--- src/rtl/cla_seq_pkg.sv ---
// Shared definitions for the multi-word CLA add/subtract sequencer.
// Holds the adder slice width, the largest supported word count and
// the sequencer state encoding.
package cla_seq_pkg;

  localparam int WORD_W    = 16;
  localparam int MAX_WORDS = 16;

  typedef enum logic [1:0] {
    IDLE = 2'd0,
    RUN  = 2'd1,
    DONE = 2'd2
  } state_e;

endpackage

--- src/rtl/cla_seq_ctrl_cla16.sv ---
// CLA_16bits: the shared 16-bit carry-lookahead adder.
// Four 4-bit lookahead groups, with group carries resolved by a
// second lookahead level, so no carry ripples between bits or groups.
module CLA_16bits
  import cla_seq_pkg::*;
(
  input  logic [WORD_W-1:0] a_i,
  input  logic [WORD_W-1:0] b_i,
  input  logic              cin_i,
  output logic [WORD_W-1:0] sum_o,
  output logic              cout_o
);

  logic [WORD_W-1:0] gen;
  logic [WORD_W-1:0] prop;
  logic [WORD_W-1:0] bitCarry;
  logic [3:0]        grpG;
  logic [3:0]        grpP;
  logic [4:0]        grpC;

  // Bit generate/propagate, group terms, group carries, then bit carries and sum
  always_comb begin
    gen      = a_i & b_i;
    prop     = a_i ^ b_i;
    grpG     = '0;
    grpP     = '0;
    grpC     = '0;
    bitCarry = '0;

    for (int g = 0; g < 4; g++) begin
      grpG[g] = gen[4*g+3]
              | (prop[4*g+3] & gen[4*g+2])
              | (prop[4*g+3] & prop[4*g+2] & gen[4*g+1])
              | (prop[4*g+3] & prop[4*g+2] & prop[4*g+1] & gen[4*g]);
      grpP[g] = &prop[4*g +: 4];
    end

    grpC[0] = cin_i;
    grpC[1] = grpG[0] | (grpP[0] & cin_i);
    grpC[2] = grpG[1] | (grpP[1] & grpG[0]) | (grpP[1] & grpP[0] & cin_i);
    grpC[3] = grpG[2] | (grpP[2] & grpG[1]) | (grpP[2] & grpP[1] & grpG[0])
            | (grpP[2] & grpP[1] & grpP[0] & cin_i);
    grpC[4] = grpG[3] | (grpP[3] & grpG[2]) | (grpP[3] & grpP[2] & grpG[1])
            | (grpP[3] & grpP[2] & grpP[1] & grpG[0])
            | (grpP[3] & grpP[2] & grpP[1] & grpP[0] & cin_i);

    for (int g = 0; g < 4; g++) begin
      bitCarry[4*g]   = grpC[g];
      bitCarry[4*g+1] = gen[4*g] | (prop[4*g] & grpC[g]);
      bitCarry[4*g+2] = gen[4*g+1] | (prop[4*g+1] & gen[4*g])
                      | (prop[4*g+1] & prop[4*g] & grpC[g]);
      bitCarry[4*g+3] = gen[4*g+2] | (prop[4*g+2] & gen[4*g+1])
                      | (prop[4*g+2] & prop[4*g+1] & gen[4*g])
                      | (prop[4*g+2] & prop[4*g+1] & prop[4*g] & grpC[g]);
    end

    sum_o  = prop ^ bitCarry;
    cout_o = grpC[4];
  end

endmodule

--- src/rtl/cla_seq_ctrl.sv ---
// cla_seq_ctrl: multi-word add/subtract sequencer around one CLA_16bits.
// One 16-bit slice is summed per clock, least significant word first,
// with the slice carry chained through a register. Subtraction is done
// as A + ~B + 1. Result, carry and signed overflow are offered over an
// output valid/ready handshake and held until taken.
// Optional feature macro: CLA_SEQ_ZERO_FLAG_EN adds a 'zero' output that
// is set when every result slice of the operation was zero.
module cla_seq_ctrl
  import cla_seq_pkg::*;
#(
  parameter int WORDS = 4
) (
  input  logic                    clk,
  input  logic                    rst_n,
  input  logic                    in_valid,
  output logic                    in_ready,
  input  logic [WORD_W*WORDS-1:0] op_a,
  input  logic [WORD_W*WORDS-1:0] op_b,
  input  logic                    op_sub,
  output logic                    out_valid,
  input  logic                    out_ready,
  output logic [WORD_W*WORDS-1:0] result,
  output logic                    carry_out,
  output logic                    overflow
`ifdef CLA_SEQ_ZERO_FLAG_EN
  ,
  output logic                    zero
`endif
);

  localparam int DATA_W = WORD_W * WORDS;
  localparam int IDX_W  = (WORDS > 1) ? $clog2(WORDS) : 1;
  localparam logic [IDX_W-1:0] LAST_IDX = IDX_W'(WORDS - 1);

  state_e            state_q;
  logic [DATA_W-1:0] opA_q;
  logic [DATA_W-1:0] opB_q;
  logic              carry_q;
  logic [IDX_W-1:0]  idx_q;
  logic [DATA_W-1:0] result_q;
  logic              carryOut_q;
  logic              overflow_q;
  logic              inReady_q;
  logic              outValid_q;

  logic [WORD_W-1:0] sliceA_d;
  logic [WORD_W-1:0] sliceB_d;
  logic [WORD_W-1:0] sliceSum_d;
  logic              carry_d;
  logic              overflow_d;

  assign sliceA_d = opA_q[idx_q*WORD_W +: WORD_W];
  assign sliceB_d = opB_q[idx_q*WORD_W +: WORD_W];

  CLA_16bits uAdder (
    .a_i    (sliceA_d),
    .b_i    (sliceB_d),
    .cin_i  (carry_q),
    .sum_o  (sliceSum_d),
    .cout_o (carry_d)
  );

  // Carry into the sign bit is recovered from a^b^s, then compared with carry out
  assign overflow_d = sliceA_d[WORD_W-1] ^ sliceB_d[WORD_W-1]
                    ^ sliceSum_d[WORD_W-1] ^ carry_d;

  // Sequencer FSM: accept, step one slice per cycle, then hold the result until taken
  always_ff @(posedge clk or negedge rst_n) begin
    if (!rst_n) begin
      state_q    <= IDLE;
      opA_q      <= '0;
      opB_q      <= '0;
      carry_q    <= 1'b0;
      idx_q      <= '0;
      result_q   <= '0;
      carryOut_q <= 1'b0;
      overflow_q <= 1'b0;
      inReady_q  <= 1'b1;
      outValid_q <= 1'b0;
    end else begin
      case (state_q)
        IDLE: begin
          if (in_valid && inReady_q) begin
            opA_q     <= op_a;
            opB_q     <= op_sub ? ~op_b : op_b;
            carry_q   <= op_sub;
            idx_q     <= '0;
            inReady_q <= 1'b0;
            state_q   <= RUN;
          end
        end
        RUN: begin
          result_q[idx_q*WORD_W +: WORD_W] <= sliceSum_d;
          carry_q <= carry_d;
          if (idx_q == LAST_IDX) begin
            carryOut_q <= carry_d;
            overflow_q <= overflow_d;
            outValid_q <= 1'b1;
            state_q    <= DONE;
          end else begin
            idx_q <= idx_q + 1'b1;
          end
        end
        DONE: begin
          if (out_ready) begin
            outValid_q <= 1'b0;
            inReady_q  <= 1'b1;
            state_q    <= IDLE;
          end
        end
        default: begin
          outValid_q <= 1'b0;
          inReady_q  <= 1'b1;
          state_q    <= IDLE;
        end
      endcase
    end
  end

`ifdef CLA_SEQ_ZERO_FLAG_EN
  logic zero_q;

  // Running AND of "slice is zero", primed on accept and frozen outside RUN
  always_ff @(posedge clk or negedge rst_n) begin
    if (!rst_n) begin
      zero_q <= 1'b0;
    end else if (state_q == IDLE && in_valid && inReady_q) begin
      zero_q <= 1'b1;
    end else if (state_q == RUN) begin
      zero_q <= zero_q & (sliceSum_d == '0);
    end
  end

  assign zero = zero_q;
`endif

  assign in_ready  = inReady_q;
  assign out_valid = outValid_q;
  assign result    = result_q;
  assign carry_out = carryOut_q;
  assign overflow  = overflow_q;

endmodule

--- config.mk ---
export PLATFORM = sky130hd
export DESIGN_NAME = cla_seq_ctrl
export DESIGN_NICKNAME = d
export VERILOG_FILES = /design/src/rtl/cla_seq_pkg.sv /design/src/rtl/cla_seq_ctrl_cla16.sv /design/src/rtl/cla_seq_ctrl.sv
export SDC_FILE = /design/constraint.sdc
export NUM_CORES = 1
export LEC_CHECK = 0
export ABC_AREA = 1
export BUFFER_PORTS_ARGS = -buffer_cell sky130_fd_sc_hd__buf_2
export CAP_MARGIN = 20
export CORE_ASPECT_RATIO = 1.2
export CORE_MARGIN = 2
export CORE_UTILIZATION = 50
export DETAILED_ROUTE_END_ITERATION = 6
export GPL_TIMING_DRIVEN = 0
export PLACE_DENSITY = 0.76
export SLEW_MARGIN = 20
export SYNTH_ARGS = -nofsm -noshare
export SYNTH_HDL_FRONTEND = slang
export SYNTH_HIERARCHICAL = 1
export SYNTH_SLANG_ARGS = --single-unit
--- constraint.sdc ---
create_clock -name clk -period 3.2 [get_ports clk]
set_input_delay 0.64 -clock clk [delete_from_list [all_inputs] [get_ports clk]]
set_output_delay 0.64 -clock clk [all_outputs]
set_load 0.01 [all_outputs]
==> impl_results.md <==
- Final worst slack: 0.107 ns
- Top_reg_cell synth: dfrtp_1
- CTS tree: yes
- Worst-path clk slew: roughly 0.06 ns
- Startpoint types: register
- IO Port Bufs: between 150 and 200
- EDFF count, synth: 0
- Placeable core region: 19500 µm²
- TritonCTS buffer count: 21
- DR vias/cell: 5.44
- Largest area contributor in the netlist: dfrtp_1
- 1st-iter DRT viols: roughly 630
- Register area: between 5000 and 6000 µm²
- Mapped Cells: between 1k and 1.5k
- RSZ-0062 raised after global routing: true
- Die area: 21100 µm²
- Hold buffers post-CTS: 0
- Max Root-Sink Buffers: 3
- Slew HR: between 60% and 70%
- Seq cells post-synth: about 200
- Area growth, synth to finish: 24.9%
- Synth unique cells: 37
- Worst Reg2Reg Path Length in Cells: 16
- Total power: between 15 and 20 mW
- Achievable Freq: about 320 MHz
- Die X: 133 µm
- Multi-input logic area: between 4000 and 5000 µm²
- Htree depth: 1
- Largest net degree at the start of global routing: about 100
- Post-Route WL: 29500 µm
- Filler cells: between 1.5k and 2k
- RR Startpoint: idx_q[0]
- Status: finished clean
- Ant. Diodes: 0
- Syn. warnings: 6
- Worst min-delay path class: primary input to asynchronous set/reset pin
- Root buffer cell: clkbuf_16
- Worst vdd ir: approximately 610 µV
- Clock skew: roughly 0.021 ns
- Part of the Yosys area used for sequential elements: around half
- Crit Path Max Fanout: 10
- Power Dens Cells: between 1000 and 1500 nW/µm²
- First-pass GRT wire length: 47000 µm
- Crit Path Class: register to register
- Site Rows: 56
- Initial antenna violation count: 0
- First drt pass iteration count: 7
- Netlist Area Pre-Place: roughly 10000 µm²
- CP Capture Point: result[44]
- Chip height: between 150 and 200 µm
- R2R Setup Slk: ~0.11 ns
- Residual DRC: 0
- Clk Latency, worst-skew pair: approximately 0.50 ns
- Fin. Hold Viols: 0
- WL/cell: roughly 18 µm
- Top-Level Pins: 201
- HPWL after DPL: approximately 22000 µm
- Total clock sinks: around 200
- Async set or reset register ratio after synthesis: between 90% and 100%
- Placer Congestion: around 0.91
- Worst path arrival time: 3.49 ns
- CP required: ~3.6 ns
- CP startpoint: idx_q[0]
- Dpl ws: -0.592 ns
- Vias: roughly 9.1k
- RR Endpoint: result[44]
- Dominant cells by area after synthesis: dfrtp_1 50%, nand2_1 12%, o21ai_0 12%
- Share of layout cells above drive strength 1: 25.0%
- Commonest cells post-synth: 325 x nand2_1, 237 x o21ai_0, 200 x dfrtp_1, 69 x nor2_1, 66 x xnor2_1
- Post-layout nets: 1566
- Final ANT Viol Nets: 0
- Syn Area/Cell: about 8.5 µm²
- Syn_nets: around 1.3k
- Crit. End Element: register
- Final worst path period need: approximately 3.1 ns
- Max-slew violation count: 0
- Final worst-path cycle share: between 90 and 100%
- P_leak: about 6.4 nW
- Endpoints failing setup: 0
- Worst Tran Pin Value: 0.521 ns
- Most frequent cell after synthesis: nand2_1
- Gr usage total: 27.8%
- Max_cap viols: 0
- Number of global-route vias before repair: 9127
- Starting density of the core: between 50 and 60%
- Overflow after GRT: 0
- Synth top area share: 50.1%
layout make-up:
cell class                      count  share of cell area (%)
Inverter                           54                    1.67
Clock inverter                      5                   0.622
Multi-Input combinational cell    845                    37.1
Timing Repair Buffer              208                    8.93
Tap cell                          261                    2.62
Clock buffer                       30                    4.89
Sequential cell                   201                    40.4
Buffer                             76                    3.78
sequential cells by signal, summed over array words and instances, names as in the netlist:
signal / cells
overflow: 1
in_ready: 1
result: 64
state_q: 2
opB_q: 64
carry_out: 1
carry_q: 1
out_valid: 1
idx_q: 2
opA_q: 64
routing by layer:
| metal | wire (µm) | vias up | GRT usage, % |
|---|---|---|---|
| met2 | 14500 | 405 | 47.5 |
| met5 | 0 | - | 0 |
| met4 | 990 | 0 | 10.5 |
| met1 | 12200 | 4351 | 36.2 |
| met3 | 1830 | 68 | 3.19 |
| li1 | - | 4317 | - |
stage by stage:
step / instances / setup TNS, ns / utilization (%) / hold slack [ns] / cell area [µm²]
3_3_place_gp: 1636 / -350.03 / 57.8 / 0.460 / 11300
2_1_floorplan: 1176 / 0 / - / 0.344 / 9980
5_1_grt: 1680 / -0.237 / 63.8 / 0.202 / 12500
6_report: 1680 / 0 / 63.8 / 0.163 / 12500
4_1_cts: 1676 / 0 / 62.9 / 0.177 / 12300
3_5_place_dp: 1638 / -11.30 / 58.2 / 0.462 / 11400
placed cells by master (no fill, tap or decap), types with 6 or more instances in the layout:
cell type | netlist | layout
o31ai_1 | 16 | 14
o21ai_1 | 6 | 18
clkbuf_16 | 0 | 21
o22ai_2 | 0 | 20
nand2_1 | 325 | 323
xnor2_1 | 66 | 66
clkbuf_1 | 36 | 25
clkbuf_2 | 2 | 10
clkbuf_8 | 0 | 7
ha_1 | 22 | 18
nand2_2 | 6 | 8
a21oi_1 | 8 | 6
nor2_1 | 69 | 66
buf_4 | 11 | 19
inv_1 | 51 | 49
buf_2 | 25 | 218
o21ai_0 | 237 | 221
o22ai_1 | 31 | 11
nand3_1 | 31 | 30
dfrtp_1 | 200 | 198
logic make-up after synthesis:
family	count (synthesis)	synth area share, %
buffers and inverters	130	5.79
AO/OA/AOI/OAI	304	16.2
AND/OR/NAND/NOR	444	17.8
XOR/XNOR	71	6.23
flip-flops	201	50.4
adder cells (fa/ha/maj)	26	3.56
what timing repair did:
| action | in CTS | in global routing |
|---|---|---|
| resized for setup | 61 | 46 |
| pin swaps | 10 | 12 |
| setup buffers | 3 | 4 |
| setup endpoints to repair | 52 | 33 |
where the power goes:
| part | total, mW | internal [mW] | switching (mW) |
|---|---|---|---|
| clock | 2.45 | 1.48 | 0.977 |
| combinational | 8.85 | 3.23 | 5.62 |
| sequential | 4.46 | 3.68 | 0.779 |
| total | 15.8 | 8.39 | 7.38 |
worst max-delay path, cell delays in order, from the launching register on:
cell     delay, ns
dfrtp_2       0.42
buf_6         0.15
inv_6         0.10
buf_12        0.15
buf_6         0.16
nor2_1        0.07
o22ai_2       0.25
ha_1          0.32
nand2_2       0.11
inv_1         0.05
nand2_1       0.07
nand2_1       0.07
a21oi_2       0.12
nand2_2       0.10
fa_2          0.56
inv_1         0.07
o31ai_2       0.22
how the worst min path moves through the flow:
| stage | from | endpoint | cells after the start |
|---|---|---|---|
| global route | rst_n | result[56] | 2 |
| floorplan | rst_n | carry_out | 0 |
| finish | rst_n | result[59] | 2 |
| global placement | opA_q[46] | opA_q[46] | 2 |
| detailed placement | opA_q[19] | opA_q[19] | 2 |
| CTS | rst_n | result[59] | 2 |
No activity file was read; power rests on OpenSTA's default activity.
